**src/rtl/pausible_clock_ctrl_mc.sv**
```systemverilog
// pausible_clock_ctrl_mc: divided local clock that pauses low for round-robin 4-phase requesters
module pausible_clock_ctrl_mc #(
  parameter int NCH = 2,
  parameter int HALF_PERIOD = 4,
  parameter int RESUME_DLY = 2,
  parameter int MIN_EDGES = 1,
  parameter int MAX_PAUSE = 64
) (
  input  logic           clk,
  input  logic           rst,
  input  logic [NCH-1:0] req,
  output logic [NCH-1:0] grant,
  output logic           clock_out,
  output logic           paused,
  output logic           err_timeout,
  input  logic           clr_err
);
  localparam int PW = NCH > 1 ? $clog2(NCH) : 1;
  localparam int DW = HALF_PERIOD > 1 ? $clog2(HALF_PERIOD) : 1;
  localparam int EW = $clog2(MIN_EDGES + 2);
  localparam int CW = $clog2(MAX_PAUSE + 2);
  localparam int RW = $clog2(RESUME_DLY + 2);
  typedef enum logic [1:0] {RUN, DRAIN, PAUSED, RESUME} state_t;
  state_t state, state_nx;
  logic [DW-1:0] div_cnt;
  logic [EW-1:0] edge_cnt;
  logic [CW-1:0] pause_cnt;
  logic [RW-1:0] res_cnt;
  logic [PW-1:0] rr_ptr, sel, win, off, pick;
  logic [NCH-1:0] rot, sh;
  logic running, tick, hold, eligible, sel_req, to_pause;
  int s;
  assign running = state == RUN || state == DRAIN;
  assign tick = running && div_cnt == DW'(HALF_PERIOD - 1);
  assign hold = !clock_out && !tick;
  assign eligible = |req && edge_cnt >= EW'(MIN_EDGES);
  assign sel_req = req[sel];
  assign paused = state == PAUSED;
  assign pick = state == RUN ? win : sel;
  // Rotate so the search starts at rr_ptr; descending scan leaves the nearest set bit
  always_comb begin
    rot = NCH'({req, req} >> rr_ptr);
    off = '0;
    sh = '0;
    for (int k = NCH - 1; k >= 0; k--) begin
      sh = rot >> k;
      off = sh[0] ? PW'(k) : off;
    end
    s = int'(rr_ptr) + int'(off);
    win = PW'(s >= NCH ? s - NCH : s);
  end
  always_comb begin
    state_nx = state;
    to_pause = 1'b0;
    case (state)
      RUN: if (eligible) begin
        to_pause = hold;
        state_nx = hold ? PAUSED : DRAIN;
      end
      DRAIN: if (!sel_req) state_nx = RUN;
        else if (hold) begin
          to_pause = 1'b1;
          state_nx = PAUSED;
        end
      PAUSED: if (!sel_req) state_nx = RESUME;
      default: if (int'(res_cnt) + 1 >= RESUME_DLY) state_nx = RUN;
    endcase
  end
  always_ff @(posedge clk) state <= rst ? RUN : state_nx;
  always_ff @(posedge clk) begin
    if (rst) begin
      div_cnt <= '0;
      clock_out <= 1'b0;
      edge_cnt <= EW'(MIN_EDGES);
      pause_cnt <= '0;
      res_cnt <= '0;
      rr_ptr <= '0;
      sel <= '0;
      grant <= '0;
      err_timeout <= 1'b0;
    end else begin
      div_cnt <= tick ? '0 : running ? div_cnt + 1'b1 : state == RESUME ? '0 : div_cnt;
      if (tick) clock_out <= ~clock_out;
      if (tick && !clock_out && edge_cnt < EW'(MIN_EDGES)) edge_cnt <= edge_cnt + 1'b1;
      if (state == RUN && eligible) sel <= win;
      if (to_pause) grant <= NCH'(1) << pick;
      if (state == PAUSED && !sel_req) begin
        grant <= '0;
        rr_ptr <= int'(sel) == NCH - 1 ? '0 : sel + 1'b1;
        edge_cnt <= '0;
        pause_cnt <= '0;
      end else if (state == PAUSED && pause_cnt < CW'(MAX_PAUSE)) pause_cnt <= pause_cnt + 1'b1;
      res_cnt <= state == RESUME ? res_cnt + 1'b1 : '0;
      err_timeout <= (state == PAUSED && pause_cnt == CW'(MAX_PAUSE - 1)) ? 1'b1 : clr_err ? 1'b0 : err_timeout;
    end
  end
endmodule
```
**config.mk**
```make
export PLATFORM = sky130hd
export DESIGN_NAME = pausible_clock_ctrl_mc
export DESIGN_NICKNAME = d
export VERILOG_FILES = /design/src/rtl/pausible_clock_ctrl_mc.sv
export SDC_FILE = /design/constraint.sdc
export NUM_CORES = 1
export LEC_CHECK = 0
export CORE_MARGIN = 2
export CORE_UTILIZATION = 40
export DETAILED_ROUTE_END_ITERATION = 10
export DONT_BUFFER_PORTS = 1
export PLACE_DENSITY_LB_ADDON = 0.1
export SYNTH_ARGS = -nofsm -noshare
export SYNTH_HDL_FRONTEND = slang
export SYNTH_SLANG_ARGS = --single-unit
```
**constraint.sdc**
```tcl
create_clock -name clk -period 4.3 [get_ports clk]
set_input_delay 0.86 -clock clk [delete_from_list [all_inputs] [get_ports clk]]
set_output_delay 0.86 -clock clk [all_outputs]
set_load 0.1 [all_outputs]
```
==> results of run 1 <==
Yosys cell counts (2+ instances only):
cell type / number / area [um^2]
nand4_1: 4 / 25.02
a21oi_1: 9 / 45.04
nor2_1: 19 / 71.32
o21ai_0: 3 / 15.01
clkbuf_1: 2 / 7.510
o21bai_1: 2 / 15.01
nand2_1: 8 / 30.03
inv_1: 7 / 26.28
nand2b_1: 4 / 25.02
ha_1: 5 / 62.56
xnor2_1: 3 / 26.28
nor3b_1: 2 / 15.01
dfxtp_1: 21 / 420.4
xor2_1: 4 / 35.03
mux2i_1: 2 / 20.02
nor2b_1: 3 / 18.77
nor3_1: 4 / 20.02
final timing paths:
| check | cells past startpoint | slack, ns | end | from |
|---|---|---|---|---|
| max | 2 | 1.47 | paused | state[1] |
| min | 1 | 0.42 | res_cnt[0] | res_cnt[0] |
| max reg2reg | 4 | 2.27 | grant[1] | clock_out |
| min reg2reg | 1 | 0.42 | res_cnt[0] | res_cnt[0] |
layer usage:
layer  global-route usage (%)  part of all wire (%)
met4                    4.181                  0.80
met1                    16.91                    49
met5                        0                     0
met2                    22.62                    46
met3                    4.918                   4.4
final cells by class:
class | instances | area, um^2
Clock buffer | 4 | 26.28
Inverter | 7 | 26.28
Sequential cell | 21 | 420.4
Tap cell | 30 | 37.54
Fill cell | 258 | 1384
Multi-Input combinational cell | 88 | 583.1
state kept, by name (all words and copies together) (netlist names):
name	flops
edge_cnt	2
res_cnt	2
grant	2
div_cnt	2
sel	1
clock_out	1
rr_ptr	1
state	2
err_timeout	1
pause_cnt	7
cell families (layout without fill, tap and decap cells):
| family | after synthesis | in the layout | share of synthesized area [%] |
|---|---|---|---|
| AND/OR/NAND/NOR | 48 | 48 | 22.83 |
| AO/OA/AOI/OAI | 25 | 25 | 17.84 |
| flip-flops | 21 | 21 | 39.95 |
| buffers and inverters | 11 | 11 | 4.638 |
| XOR/XNOR | 7 | 7 | 5.827 |
| adder cells (fa/ha/maj) | 5 | 5 | 5.945 |
| multiplexers | 3 | 3 | 2.973 |
per-stage QoR:
step | total power, mW | utilization, %
5_1_grt | 0.5226 | 44.14
4_1_cts | 0.4963 | 44.14
2_1_floorplan | 0.3834 | -
3_3_place_gp | 0.3979 | 43.08
6_report | 0.4885 | 44.14
3_5_place_dp | 0.3997 | 43.08
power breakdown:
part	switching, mW	internal (mW)
logic	0.0678	0.0495
registers	0.0612	0.215
clock network	0.0591	0.0361
total	0.188	0.300
==> impl_metrics.json, run 1 <==
{
  "num_vias": 798,
  "crit_required_ns": 3.44,
  "ys_seq_area_share_pct": 39.95,
  "h-tree-depth": 1,
  "gp_congestion": 0.7717,
  "worst_slack_ns": 1.467,
  "synth-edff-count": 0,
  "ctsResizeCount": 0,
  "slowest_stage": "dfxtp_1",
  "die_area_um2": 3057,
  "hpwlAfterDp_um": 1365,
  "ys_types": 35,
  "ys.warnings.count": 0,
  "crit_path_end_kind": "output pin",
  "port-buffer-count": 0,
  "crit_path_start_kind": "flop",
  "postCtsHoldBufs": 0,
  "grt_pass1_wl_um": 3415,
  "die_height_um": 55.29,
  "setup_viol": 0,
  "grt_pass1_vias": 802,
  "wl_um": 1881,
  "rows": 18,
  "async_reset_ff_share_pct": 0,
  "ys_ff_latch": 21,
  "postPlaceCellArea_um2": 1067,
  "final_common_cell": "dfxtp_1",
  "hold_path_class": "flop to flop",
  "dr.pass1.iters": 2,
  "area_growth_pct": 3.924,
  "die_w_um": 55.29,
  "antenna_cells": 0,
  "setup_tns_ns": 0,
  "insertion_delay_ns": 0.31,
  "slew_headroom_pct": 25.81,
  "max_freq_mhz": 353.0,
  "critPathKind": "flop to output pin",
  "postCtsSetupRepairBufs": 0,
  "start_util_pct": 42.47,
  "synth_area_um2": 1052,
  "worst-path-buf-inv": 1,
  "finish.instance_area_um2": 1094,
  "cts_root_buf": "clkbuf_4",
  "layout_common_cells": "dfxtp_1, nor2_1, a21oi_1",
  "clkTransAtPathRegs_ns": 0.12,
  "vias_per_cell": 5.320,
  "max-vdd-ir-drop_mv": 0.2253,
  "skew_ns": 0.01318,
  "grt_max_degree": 20,
  "drv_slew": 0,
  "critPathTopFamily": "flip-flops",
  "dpl_worst_slack_ns": 1.803,
  "cts.sinks": 21,
  "leakage_nw": 0.4039,
  "critPathArrivalTime_ns": 1.97,
  "final_antenna_net_count": 0,
  "drtIter0Drc": 9,
  "holdWs_ns": 0.4225,
  "finalCriticalPeriod_ns": 2.833,
  "cts_buffers": 3,
  "ys.flop_type": "dfxtp_1",
  "syn-num-nets": 130,
  "status": "finished, final reports clean",
  "slowest_delay_ns": 0.71,
  "period_share_pct": 65.88,
  "nets": 131,
  "grt-ovfl-total": 0,
  "wl_per_cell_um": 12.54,
  "path_cells": "nand2b_1 > inv_1",
  "fin_cells": 150,
  "max-cap-violations": 0,
  "rsz0062_at_grt": "false",
  "synth.avg_cell_area_um2": 8.769,
  "core_um2": 2477,
  "track_usage_pct": 13.80,
  "finalHoldViolCount": 0,
  "drive_gt1_share_pct": 6.667,
  "dp_cells": 146,
  "ios": 10,
  "cts_tree": "built",
  "worstPathMaxFanout": 19,
  "drc": 0,
  "clockBufferDepth": 2,
  "powerDensity_nw_per_um2": 446.7,
  "antenna_found_initial": 0,
  "worstMarginPinSlew_ns": 1.111,
  "syn_inst": 120
}
Note: power is estimated with default switching activity, not from simulation.
==> run 2, diff against run 1 <==
==> constraint.sdc (replaced) <==
create_clock -name clk -period 2.4 [get_ports clk]
set_input_delay 0.48 -clock clk [delete_from_list [all_inputs] [get_ports clk]]
set_output_delay 0.48 -clock clk [all_outputs]
set_load 0.1 [all_outputs]
==> run 2 against run 1 <==
  * Cell count is 3.3% higher
  * Core utilization is 1.6 points higher
  * Clock skew decreased by 0.0086 ns
  * Largest power group unchanged
==> impl_metrics.json, run 2 (synthesized netlist as in run 1, its figures left out) <==
{
  "max_freq_mhz": 466.7,
  "largest-register": "pause_cnt",
  "clockBufferDepth": 2,
  "clkPwrFrac_pct": 19.1,
  "hpwlAfterDp_um": 1453,
  "setup_viol": 0,
  "drv_slew": 0,
  "fin_cells": 155,
  "dp_cells": 151,
  "max-cap-violations": 0,
  "rows": 18,
  "die_w_um": 55.29,
  "finalHoldViolCount": 0,
  "final_common_cell": "dfxtp_1",
  "powerDensity_nw_per_um2": 790.0,
  "area_growth_pct": 7.610,
  "rsz0062_at_grt": "false",
  "crit_path_start_kind": "flop",
  "p_switching_mw": 0.3444,
  "num_vias": 819,
  "hold_path_class": "primary input to flop",
  "crit_path_end_kind": "output pin",
  "leakage_nw": 0.4331,
  "met2_usage_pct": 21.09,
  "met3_usage_pct": 2.810,
  "status": "finished, final reports clean",
  "period_share_pct": 89.28,
  "setup_tns_ns": 0,
  "dr.pass1.iters": 4,
  "crit_required_ns": 1.92,
  "seq_power_share_pct": 49.0,
  "start_util_pct": 42.47,
  "clkTransAtPathRegs_ns": 0.12,
  "comb_power_share_pct": 32.0,
  "use_met1_pct": 19.91,
  "grt-busiest-layer": "met2",
  "die_area_um2": 3057,
  "drive_gt1_share_pct": 11.20,
  "vias_per_cell": 5.284,
  "worstPathMaxFanout": 19,
  "critPathArrivalTime_ns": 1.66,
  "cts_root_buf": "clkbuf_4",
  "max-vdd-ir-drop_mv": 0.4053,
  "wl_um": 1963,
  "slowest_stage": "dfxtp_1",
  "ios": 10,
  "layout_common_cells": "dfxtp_1, nor2_1, a21oi_1",
  "grt_max_degree": 20,
  "worst-path-buf-inv": 2,
  "track_usage_pct": 14.11,
  "cts_tree": "built",
  "postCtsHoldBufs": 0,
  "slowest_delay_ns": 0.71,
  "antenna_cells": 0,
  "final_antenna_net_count": 0,
  "largest_register_ffs": 7,
  "wl_per_cell_um": 12.66,
  "critPathTopFamily": "flip-flops",
  "holdWs_ns": 0.2298,
  "drc": 0,
  "gp_congestion": 0.8105,
  "path_cells": "nand2b_1 > inv_1 > buf_4",
  "postCtsSetupRepairBufs": 0,
  "critPathKind": "flop to output pin",
  "internal-power_mw": 0.5501,
  "core_um2": 2477,
  "die_height_um": 55.29,
  "worstMarginPinSlew_ns": 0.5752,
  "cts_buffers": 3,
  "grt-ovfl-total": 0,
  "insertion_delay_ns": 0.30,
  "sw_frac_of_total_pct": 38.51,
  "cts.sinks": 21,
  "slew_headroom_pct": 61.60,
  "finalCriticalPeriod_ns": 2.143,
  "port-buffer-count": 0,
  "grt_pass1_wl_um": 3477,
  "ctsResizeCount": 0,
  "nets": 136,
  "h-tree-depth": 1,
  "antenna_found_initial": 0,
  "drtIter0Drc": 27,
  "skew_ns": 0.004540,
  "grt_pass1_vias": 776
}
==> run 2: changes by cell type in the layout (fill, tap and decap cells not counted), sizes merged <==
cell    previous run  this run
buf                0         5
clkbuf             4         3
clkinv             0         1
==> run 2: path summary, 6_finish.rpt <==
check | startpoint | to | slack [ns] | cells after the start
worst max-delay path | state[1] | paused | 0.26 | 3
worst min-delay path | rst | err_timeout | 0.23 | 1
worst max register to register | state[1] | grant[1] | 0.58 | 4
worst min register to register | res_cnt[0] | res_cnt[0] | 0.43 | 1
==> run 2: metrics by stage <==
step           util (%)  total power [mW]  instance area [um^2]  setup WS (ns)
2_1_floorplan         -            0.6870                  1052         0.5330
3_3_place_gp      44.60            0.7307                  1105         0.6263
3_5_place_dp      44.60            0.7330                  1105         0.6089
4_1_cts           45.71            0.9073                  1132         0.2386
5_1_grt           45.71            0.9584                  1132        0.06538
6_report          45.71            0.8945                  1132         0.2573
==> run 2: layout make-up <==
type | count | area [um^2]
fillers | 255 | 1345
multi-input cells | 88 | 583.1
clock inverters | 1 | 5.005
clock buffers | 3 | 22.52
repair buffers | 5 | 37.54
inverters | 7 | 26.28
well taps | 30 | 37.54
flip-flops and latches | 21 | 420.4
==> run 2: worst register-to-register path: cells and delay by family (launching register included) <==
| family | cells | cell delay, ns |
|---|---|---|
| compound gates | 2 | 0.61 |
| flops | 1 | 0.71 |
| simple gates | 2 | 0.38 |
==> run 2: per-layer routing <==
layer	share of wire, %	routed length (um)
met2	46	905
met3	5.8	114
met5	0	0
met4	0.51	10
met1	48	933
==> run 2: power groups by stage <==
stage	registers, mW	clock network, mW	logic, mW
floorplan	0.475	0	0.212
global placement	0.445	0	0.286
detailed placement	0.446	0	0.287
CTS	0.438	0.181	0.288
global route	0.450	0.193	0.316
finish	0.438	0.171	0.286
==> run 3, diff against run 2 <==
--- a/config.mk
+++ b/config.mk
@@ -7,6 +7,7 @@
 export LEC_CHECK = 0
 export CORE_MARGIN = 2
 export CORE_UTILIZATION = 40
+export CTS_CLUSTER_SIZE = 12
 export DETAILED_ROUTE_END_ITERATION = 10
 export DONT_BUFFER_PORTS = 1
 export PLACE_DENSITY_LB_ADDON = 0.1
==> constraint.sdc (replaced) <==
create_clock -name clk -period 2.4 [get_ports clk]
set_input_delay 0.48 -clock clk [delete_from_list [all_inputs] [get_ports clk]]
set_output_delay 0.48 -clock clk [all_outputs]
set_load 0.01 [all_outputs]
==> run 3 against run 2 <==
  * Clock skew up 0.0037 ns
  * Hold slack worse by 0.0032 ns
  * Critical path type unchanged
  * Core utilization down 1.6 points
  * Die area unchanged
  * Setup slack better by 0.20 ns
  * Non-clock buffer count down 5
  * Count of clock-buffer cells in the layout up 1
  * Combinational power down 35%
  * Clock power about the same
  * Register-to-register slack better by 0.02 ns
==> impl_metrics.json, run 3 (synthesized netlist as in run 1, its figures left out) <==
{
  "fillerInstances": 267,
  "r2r_cells": 4,
  "wl_per_cell_um": 12.18,
  "worstMarginPinSlew_ns": 0.5306,
  "crit_path_start_kind": "flop",
  "max_freq_mhz": 514.9,
  "setup_viol": 0,
  "grt_pass1_vias": 748,
  "status": "finished, final reports clean",
  "max-cap-violations": 0,
  "worstPathMaxFanout": 19,
  "powerDensity_nw_per_um2": 727.8,
  "ios": 10,
  "antenna_cells": 0,
  "cts_root_buf": "clkbuf_4",
  "crit_path_end": "paused",
  "crit_required_ns": 1.92,
  "postLayoutCoreUtil_pct": 44.14,
  "drive_gt1_share_pct": 6.667,
  "ctsResizeCount": 0,
  "skew_ns": 0.008252,
  "cts.sinks": 21,
  "track_usage_pct": 12.85,
  "hold_path_class": "primary input to flop",
  "area_growth_pct": 3.924,
  "postCtsHoldBufs": 0,
  "drv_slew": 0,
  "die_height_um": 55.29,
  "rsz0062_at_grt": "false",
  "nets": 131,
  "finalCriticalPeriod_ns": 1.942,
  "wl_um": 1827,
  "period_share_pct": 80.93,
  "critPathArrivalTime_ns": 1.46,
  "grt-ovfl-total": 0,
  "r2r_slack_ns": 0.60,
  "antenna_found_initial": 0,
  "hpwlAfterDp_um": 1367,
  "regArea_um2": 420.4,
  "r2r_end": "grant[1]",
  "gp_congestion": 0.7709,
  "start_util_pct": 42.47,
  "largest_register_ffs": 7,
  "h-tree-depth": 1,
  "final_antenna_net_count": 0,
  "multi_input_area_um2": 583.1,
  "insertion_delay_ns": 0.30,
  "die_area_um2": 3057,
  "drtIter0Drc": 13,
  "finalHoldViolCount": 0,
  "die_w_um": 55.29,
  "max-vdd-ir-drop_mv": 0.3134,
  "dr.pass1.iters": 5,
  "num_vias": 802,
  "port-buffer-count": 0,
  "critical_path.reg2reg.startpoint": "state[1]",
  "grt_pass1_wl_um": 3194,
  "clockBufferDepth": 2,
  "grt_max_degree": 20,
  "slew_headroom_pct": 64.58,
  "largest-register": "pause_cnt",
  "startpoint": "state[1]",
  "leakage_nw": 0.4039,
  "drc": 0,
  "min_path_cells": 1,
  "cts_buffers": 3,
  "final_common_cell": "dfxtp_1",
  "crit_path_end_kind": "output pin",
  "critPathKind": "flop to output pin",
  "vias_per_cell": 5.347,
  "clkTransAtPathRegs_ns": 0.12,
  "setup_tns_ns": 0,
  "postCtsSetupRepairBufs": 0,
  "cts_tree": "built",
  "rows": 18,
  "core_um2": 2477,
  "layout_common_cells": "dfxtp_1, nor2_1, a21oi_1"
}
run 3: final cells by class:
type | count | area share (%)
inverter | 7 | 2.403
multi-input combinational | 88 | 53.32
tap | 30 | 3.432
clock buffer | 4 | 2.403
sequential | 21 | 38.44
run 3: worst max-delay path: stages, from the launching register on:
cell	delay, ns
dfxtp_1	0.68
nand2b_1	0.30
inv_1	0.19
run 3: per-layer routing:
layer	GRT usage [%]	part of all wire, %
met4	5.226	0.71
met3	2.576	6.5
met1	17.47	50
met2	19.90	43
met5	0	0
run 3: how the worst min path moves through the flow:
stage,startpoint,to
3_3_place_gp,res_cnt[0],res_cnt[0]
5_1_grt,rst,err_timeout
4_1_cts,rst,err_timeout
6_report,rst,err_timeout
2_1_floorplan,res_cnt[0],res_cnt[0]
3_5_place_dp,res_cnt[0],res_cnt[0]
run 3: power breakdown:
group          internal [mW]  switching [mW]  leakage [nW]  total, mW
Combinational         0.0886          0.0981         0.218      0.187
Sequential             0.385          0.0549         0.171      0.440
Clock                 0.0646           0.105        0.0150      0.169
Total                  0.538           0.258         0.404      0.796
run 3: stage by stage:
step | std cells | worst slack (ns) | hold WS, ns | area (um^2) | total power [mW]
finish | 150 | 0.4577 | 0.2266 | 1094 | 0.7959
global route | 150 | 0.3128 | 0.2104 | 1094 | 0.8513
CTS | 150 | 0.4409 | 0.2189 | 1094 | 0.8087
detailed placement | 146 | 0.6597 | 0.4114 | 1067 | 0.6359
global placement | 146 | 0.6657 | 0.4070 | 1067 | 0.6319
floorplan | 120 | 0.8596 | 0.3973 | 1052 | 0.6070
